File: config.mk
export PLATFORM = sky130hd
export DESIGN_NAME = snes_multi_if
export DESIGN_NICKNAME = d
export VERILOG_FILES = /design/src/rtl/snes_multi_if.sv
export SDC_FILE = /design/constraint.sdc
export NUM_CORES = 1
export LEC_CHECK = 0
export CAP_MARGIN = 5
export CORE_MARGIN = 2
export CORE_UTILIZATION = 50
export DETAILED_ROUTE_END_ITERATION = 16
export DONT_BUFFER_PORTS = 1
export PLACE_DENSITY = 0.73
export REMOVE_ABC_BUFFERS = 1
export SYNTH_ARGS = -nofsm -noshare
export SYNTH_HDL_FRONTEND = slang
export SYNTH_SLANG_ARGS = --single-unit
export TNS_END_PERCENT = 30
File: constraint.sdc
create_clock -name i_clk -period 1.8 [get_ports i_clk]
set_input_delay 0.27 -clock i_clk [delete_from_list [all_inputs] [get_ports i_clk]]
set_output_delay 0.27 -clock i_clk [all_outputs]
set_load 0.1 [all_outputs]
File: src/rtl/snes_multi_if.sv
// rtl/snes_multi_if.sv - multi-pad SNES controller poller with press/release events and presence detection
module snes_multi_if #(
    parameter int NUM_PADS  = 2,
    parameter int N_BITS    = 16,
    parameter int PRSC_DIV  = 900,
    parameter int GAP_TICKS = 700,
    parameter int DETECT    = 1
) (
    input  logic                       i_clk,
    input  logic                       i_rst_n,
    input  logic                       i_enable,
    input  logic [NUM_PADS-1:0]        i_snes_data,
    output logic                       o_snes_clk,
    output logic                       o_snes_latch,
    output logic [NUM_PADS*N_BITS-1:0] o_btn_state,
    output logic [NUM_PADS*N_BITS-1:0] o_btn_press,
    output logic [NUM_PADS*N_BITS-1:0] o_btn_release,
    output logic                       o_btn_state_en,
    output logic [NUM_PADS-1:0]        o_present,
    output logic                       o_busy
);

    localparam int W  = NUM_PADS * N_BITS;
    localparam int PW = $clog2(PRSC_DIV);
    localparam int BW = $clog2(N_BITS);
    localparam int GW = $clog2(GAP_TICKS + 1);

    typedef enum logic [2:0] {
        S_IDLE, S_LATCH, S_SAMPLE, S_RISE, S_PRES_LO, S_PRES_HI, S_DONE, S_GAP
    } state_t;

    state_t              state_q, state_d;
    logic [PW-1:0]       prsc_q, prsc_d;
    logic [BW-1:0]       bit_cnt_q, bit_cnt_d;
    logic [GW-1:0]       gap_cnt_q, gap_cnt_d;
    logic                clk_q, clk_d;
    logic                latch_q, latch_d;
    logic [W-1:0]        shift_q, shift_d;
    logic [NUM_PADS-1:0] pres_cap_q, pres_cap_d;
    logic [W-1:0]        state_w_q, state_w_d;
    logic [W-1:0]        press_q, press_d;
    logic [W-1:0]        release_q, release_d;
    logic [NUM_PADS-1:0] present_q, present_d;
    logic                en_q, en_d;

    logic                tick;
    logic [NUM_PADS-1:0] pres_eff;
    logic [W-1:0]        new_w;

    always_ff @(posedge i_clk or negedge i_rst_n) begin
        if (!i_rst_n) begin
            state_q    <= S_IDLE;
            prsc_q     <= '0;
            bit_cnt_q  <= '0;
            gap_cnt_q  <= '0;
            clk_q      <= 1'b1;
            latch_q    <= 1'b0;
            shift_q    <= '0;
            pres_cap_q <= '0;
            state_w_q  <= '0;
            press_q    <= '0;
            release_q  <= '0;
            present_q  <= '0;
            en_q       <= 1'b0;
        end else begin
            state_q    <= state_d;
            prsc_q     <= prsc_d;
            bit_cnt_q  <= bit_cnt_d;
            gap_cnt_q  <= gap_cnt_d;
            clk_q      <= clk_d;
            latch_q    <= latch_d;
            shift_q    <= shift_d;
            pres_cap_q <= pres_cap_d;
            state_w_q  <= state_w_d;
            press_q    <= press_d;
            release_q  <= release_d;
            present_q  <= present_d;
            en_q       <= en_d;
        end
    end

    always_comb begin
        state_d    = state_q;
        bit_cnt_d  = bit_cnt_q;
        gap_cnt_d  = gap_cnt_q;
        clk_d      = clk_q;
        latch_d    = latch_q;
        shift_d    = shift_q;
        pres_cap_d = pres_cap_q;
        state_w_d  = state_w_q;
        press_d    = press_q;
        release_d  = release_q;
        present_d  = present_q;
        en_d       = 1'b0;

        tick   = (prsc_q == PW'(PRSC_DIV - 1));
        prsc_d = tick ? '0 : prsc_q + PW'(1);

        // Without detection every pad is treated as connected.
        pres_eff = (DETECT != 0) ? pres_cap_q : '1;
        for (int p = 0; p < NUM_PADS; p++) begin
            new_w[p*N_BITS +: N_BITS] = pres_eff[p] ? shift_q[p*N_BITS +: N_BITS] : '0;
        end

        if (tick) begin
            case (state_q)
                S_IDLE: begin
                    if (i_enable) begin
                        latch_d = 1'b1;
                        state_d = S_LATCH;
                    end
                end
                S_LATCH: begin
                    latch_d   = 1'b0;
                    bit_cnt_d = '0;
                    state_d   = S_SAMPLE;
                end
                S_SAMPLE: begin
                    clk_d = 1'b0;
                    for (int p = 0; p < NUM_PADS; p++) begin
                        shift_d[p*N_BITS +: N_BITS] =
                            {shift_q[p*N_BITS +: N_BITS-1], ~i_snes_data[p]};
                    end
                    state_d = S_RISE;
                end
                S_RISE: begin
                    clk_d = 1'b1;
                    if (bit_cnt_q == BW'(N_BITS - 1)) begin
                        state_d = (DETECT != 0) ? S_PRES_LO : S_DONE;
                    end else begin
                        bit_cnt_d = bit_cnt_q + BW'(1);
                        state_d   = S_SAMPLE;
                    end
                end
                S_PRES_LO: begin
                    // A connected pad drives its line low once its bits are exhausted.
                    clk_d      = 1'b0;
                    pres_cap_d = ~i_snes_data;
                    state_d    = S_PRES_HI;
                end
                S_PRES_HI: begin
                    clk_d   = 1'b1;
                    state_d = S_DONE;
                end
                S_DONE: begin
                    press_d   = new_w & ~state_w_q;
                    release_d = ~new_w & state_w_q;
                    state_w_d = new_w;
                    present_d = pres_eff;
                    en_d      = 1'b1;
                    gap_cnt_d = '0;
                    state_d   = S_GAP;
                end
                S_GAP: begin
                    gap_cnt_d = gap_cnt_q + GW'(1);
                    if (gap_cnt_q == GW'(GAP_TICKS - 1)) begin
                        state_d = S_IDLE;
                    end
                end
                default: state_d = S_IDLE;
            endcase
        end
    end

    assign o_snes_clk     = clk_q;
    assign o_snes_latch   = latch_q;
    assign o_btn_state    = state_w_q;
    assign o_btn_press    = press_q;
    assign o_btn_release  = release_q;
    assign o_btn_state_en = en_q;
    assign o_present      = present_q;
    assign o_busy         = (state_q != S_IDLE) && (state_q != S_GAP);

endmodule
==> out/summary.txt <==
Area delta synth->final: 32.7%
Multiplexer share of the synthesized area: 19.8%
Crit. End Element: register
Drt pass-1 iters: 5
Slew HR: 59.8%
# hold bufs at CTS: 2
Routed Antenna Nets: 0
Inserted Diodes: 0
TritonCTS clock tree: done
Die height: 123 um
Full die area: 15,200 sq um
Critical Path Source Type: register
Core Area: 13,900 sq um
Largest family of logic cells by synthesized area: multiplexers
Final HPWL DP: 9.82 mm
Hold Fails Final Rpt: 162
Yosys warnings: 0
Later-pin clock latency in the skew report: 0.42 ns
DR WL/cell: 17.1 um
Max_cap viols: 0
Worst-Margin Slew: 0.603 ns
Cell area after layout: 9450 sq um
Synth Area in Simple Gates: 9.77%
Post-DP Area: 8290 sq um
Xor-xnor portion of the synthesized cell area: 0.984%
RSZ-0062 raised after global routing: yes
Most frequent cells in the layout: dfrtp_1, buf_4, nand2_1
Critical Path AT: 2.15 ns
Vias: 5,174
Initial antenna violation count: 0
H-tree depth: 4
Worst hold slack: -0.455 ns
Clock root buffer master: clkbuf_16
Static Leak: 5.04 nW
Final nets: 778
Unique masters post-synth: 41
CTS Buffer Depth: 2
Global-route total usage across every layer: 21.5%
CP Data Required Time: 2.10 ns
CTS Buf Count: 17
Mapped Area: 7120 sq um
PwrDens: 798 nW/um^2
Setup TNS: -1.84 ns
Crit path kind: register to register
Grt ovf: 0
Row cnt: 43
Status: finished, violations left
Die Wd: 123 um
Final wirelength: 16.4 mm
Final worst path period need: 1.86 ns
Commonest non-fill, non-tap cell in the layout: dfrtp_1
First-pass GRT wire length: 25.6 mm
Number of port buffers: 0
Crit share post-route: 103%
Register area share after synthesis: 56.9%
Post-route worst setup slack: -0.0570 ns
Residual DRC: 0
Ports: 107
Setup-failing EPs final: 73
Initial Util: 51.3%
Fraction of layout instances using a drive strength above 1: 36.8%
Failing checks: hold timing, setup timing
Largest net degree at the start of global routing: 163
Clock sink total: 162
Vias in the first global route: 5,312
Synth Area in Compound Gates: 5.48%
Syn Area/Cell: 11.7 sq um
Max Slew Vio Count: 0
Hold/Removal Path Class: input port to asynchronous set/reset pin
Detailed Route Iter0 Violations: 439
Worst-path clk slew: 0.06 ns
Seq cells post-synth: 162
Fmax achieved: 539 MHz
Final RePlAce weighted congestion: 0.788
Post-Synthesis Cells: 609
Final Skew: 0.00912 ns
Worst-path maximum fanout: 9
Vias per cell: 5.40
Post-Synth Adder-Cell Area: 1.05%
VDD IR max: 0.671 mV
==> final cells by class <==
type	count	area, sq um
Sequential cell	162	4060
Clock buffer	22	484
Inverter	58	218
Timing Repair Buffer	166	1470
Tap cell	180	225
Multi-Input combinational cell	362	2840
Fill cell	973	4430
Clock inverter	9	153
==> kinds of logic (layout without fill, tap and decap cells) <==
family / count (synthesis) / after routing
and+or+nand+nor: 152 / 152
AOI/OAI and AO/OA: 66 / 66
DFF: 162 / 162
muxes: 130 / 130
buffers and inverters: 85 / 255
xor gates and xnor gates: 8 / 8
adders and majority gates: 6 / 6
==> per-stage QoR <==
step	hold slack (ns)	setup WS, ns	power, mW	util [%]	std cells
CTS	-0.470	-0.0350	7.60	66.6	955
floorplan	-0.0256	-3.68	3.73	-	582
finish	-0.455	-0.0570	7.54	68.1	959
global placement	-0.0211	-0.0940	3.74	59.7	905
global route	-0.481	-0.0947	7.76	68.1	959
detailed placement	-0.0214	-0.166	3.74	59.7	905
==> worst max-delay path, cell delays in order (launching register included) <==
cell and delay (ns):
dfrtp_1 0.35, ha_2 0.18, and4bb_4 0.23, and3_4 0.21, nand3_4 0.13, buf_12 0.18
clkbuf_16 0.17, mux2_2 0.27
==> cells in the mapped netlist <==
library cell	instances	area (sq um)
a21oi_1	26	130
nand4b_1	1	8.76
a22o_1	1	8.76
o21ai_0	15	75.1
o22a_1	1	8.76
nor3_2	1	10.0
nor2b_1	1	6.26
buf_2	1	5.00
nand2_1	65	244
o211ai_1	2	15.0
o311a_1	1	10.0
xor2_1	3	26.3
dfrtp_1	161	4030
o22ai_1	1	6.26
nor3_1	2	10.0
and2_1	3	18.8
nor2_1	41	154
and3_1	7	43.8
ha_1	6	75.1
o31ai_1	10	75.1
mux2_2	69	777
dfstp_2	1	26.3
a2bb2oi_1	1	8.76
a31oi_1	7	43.8
nand3b_1	1	7.51
o2bb2ai_1	1	8.76
buf_6	12	135
or4_1	2	15.0
buf_4	4	30.0
inv_1	58	218
xnor2_1	5	43.8
mux2i_1	53	531
or3_1	1	6.26
nand3_1	14	70.1
and4bb_4	1	16.3
and4_1	4	35.0
clkbuf_1	10	37.5
mux2_1	5	56.3
nand4_1	6	37.5
mux2_4	3	45.0
nand2b_1	2	12.5
==> where the power goes <==
group | internal (mW) | total (mW) | switching (mW)
logic | 0.00802 | 0.0244 | 0.0164
clock network | 2.46 | 3.87 | 1.41
registers | 3.64 | 3.65 | 0.00654
==> path summary, 6_finish.rpt <==
path	start	to	slack (ns)	cells past startpoint
hold reg to reg	o_btn_press[30]	o_btn_press[30]	0.51	1
min in group i_clk	i_enable	o_snes_latch	0.05	2
setup reg to reg	prsc_q[1]	o_btn_press[6]	-0.06	7
hold / removal	i_rst_n	o_btn_state[31]	-0.45	0
setup / recovery	prsc_q[1]	o_btn_press[6]	-0.06	7
max in group asynchronous	i_rst_n	o_snes_clk	1.99	0
==> sequential cells by signal, indices dropped and copies added (netlist names) <==
| register | cells |
|---|---|
| bit_cnt_q | 4 |
| gap_cnt_q | 10 |
| o_btn_press | 32 |
| o_btn_release | 32 |
| o_btn_state | 32 |
| o_btn_state_en | 1 |
| o_present | 2 |
| o_snes_clk | 1 |
| o_snes_latch | 1 |
| pres_cap_q | 2 |
| prsc_q | 10 |
| shift_q | 32 |
| state_q | 3 |
==> metal layers <==
layer | up-vias | global-route usage (%) | share of wire [%]
met4 | 0 | 6.39 | 2.0
met1 | 2606 | 27.0 | 42
met2 | 159 | 36.6 | 51
met5 | - | 0 | 0
li1 | 2386 | - | -
met3 | 23 | 5.58 | 5.3
==> timing repair <==
action | CTS | global route
gates resized for setup | 24 | 40
pin swaps | 2 | 4
setup endpoints to repair | 117 | 132
buffers inserted | 14 | 3
cloned | 3 | 3
hold endpoints to repair | 166 | 162
Power figures use the tool's default switching activity.
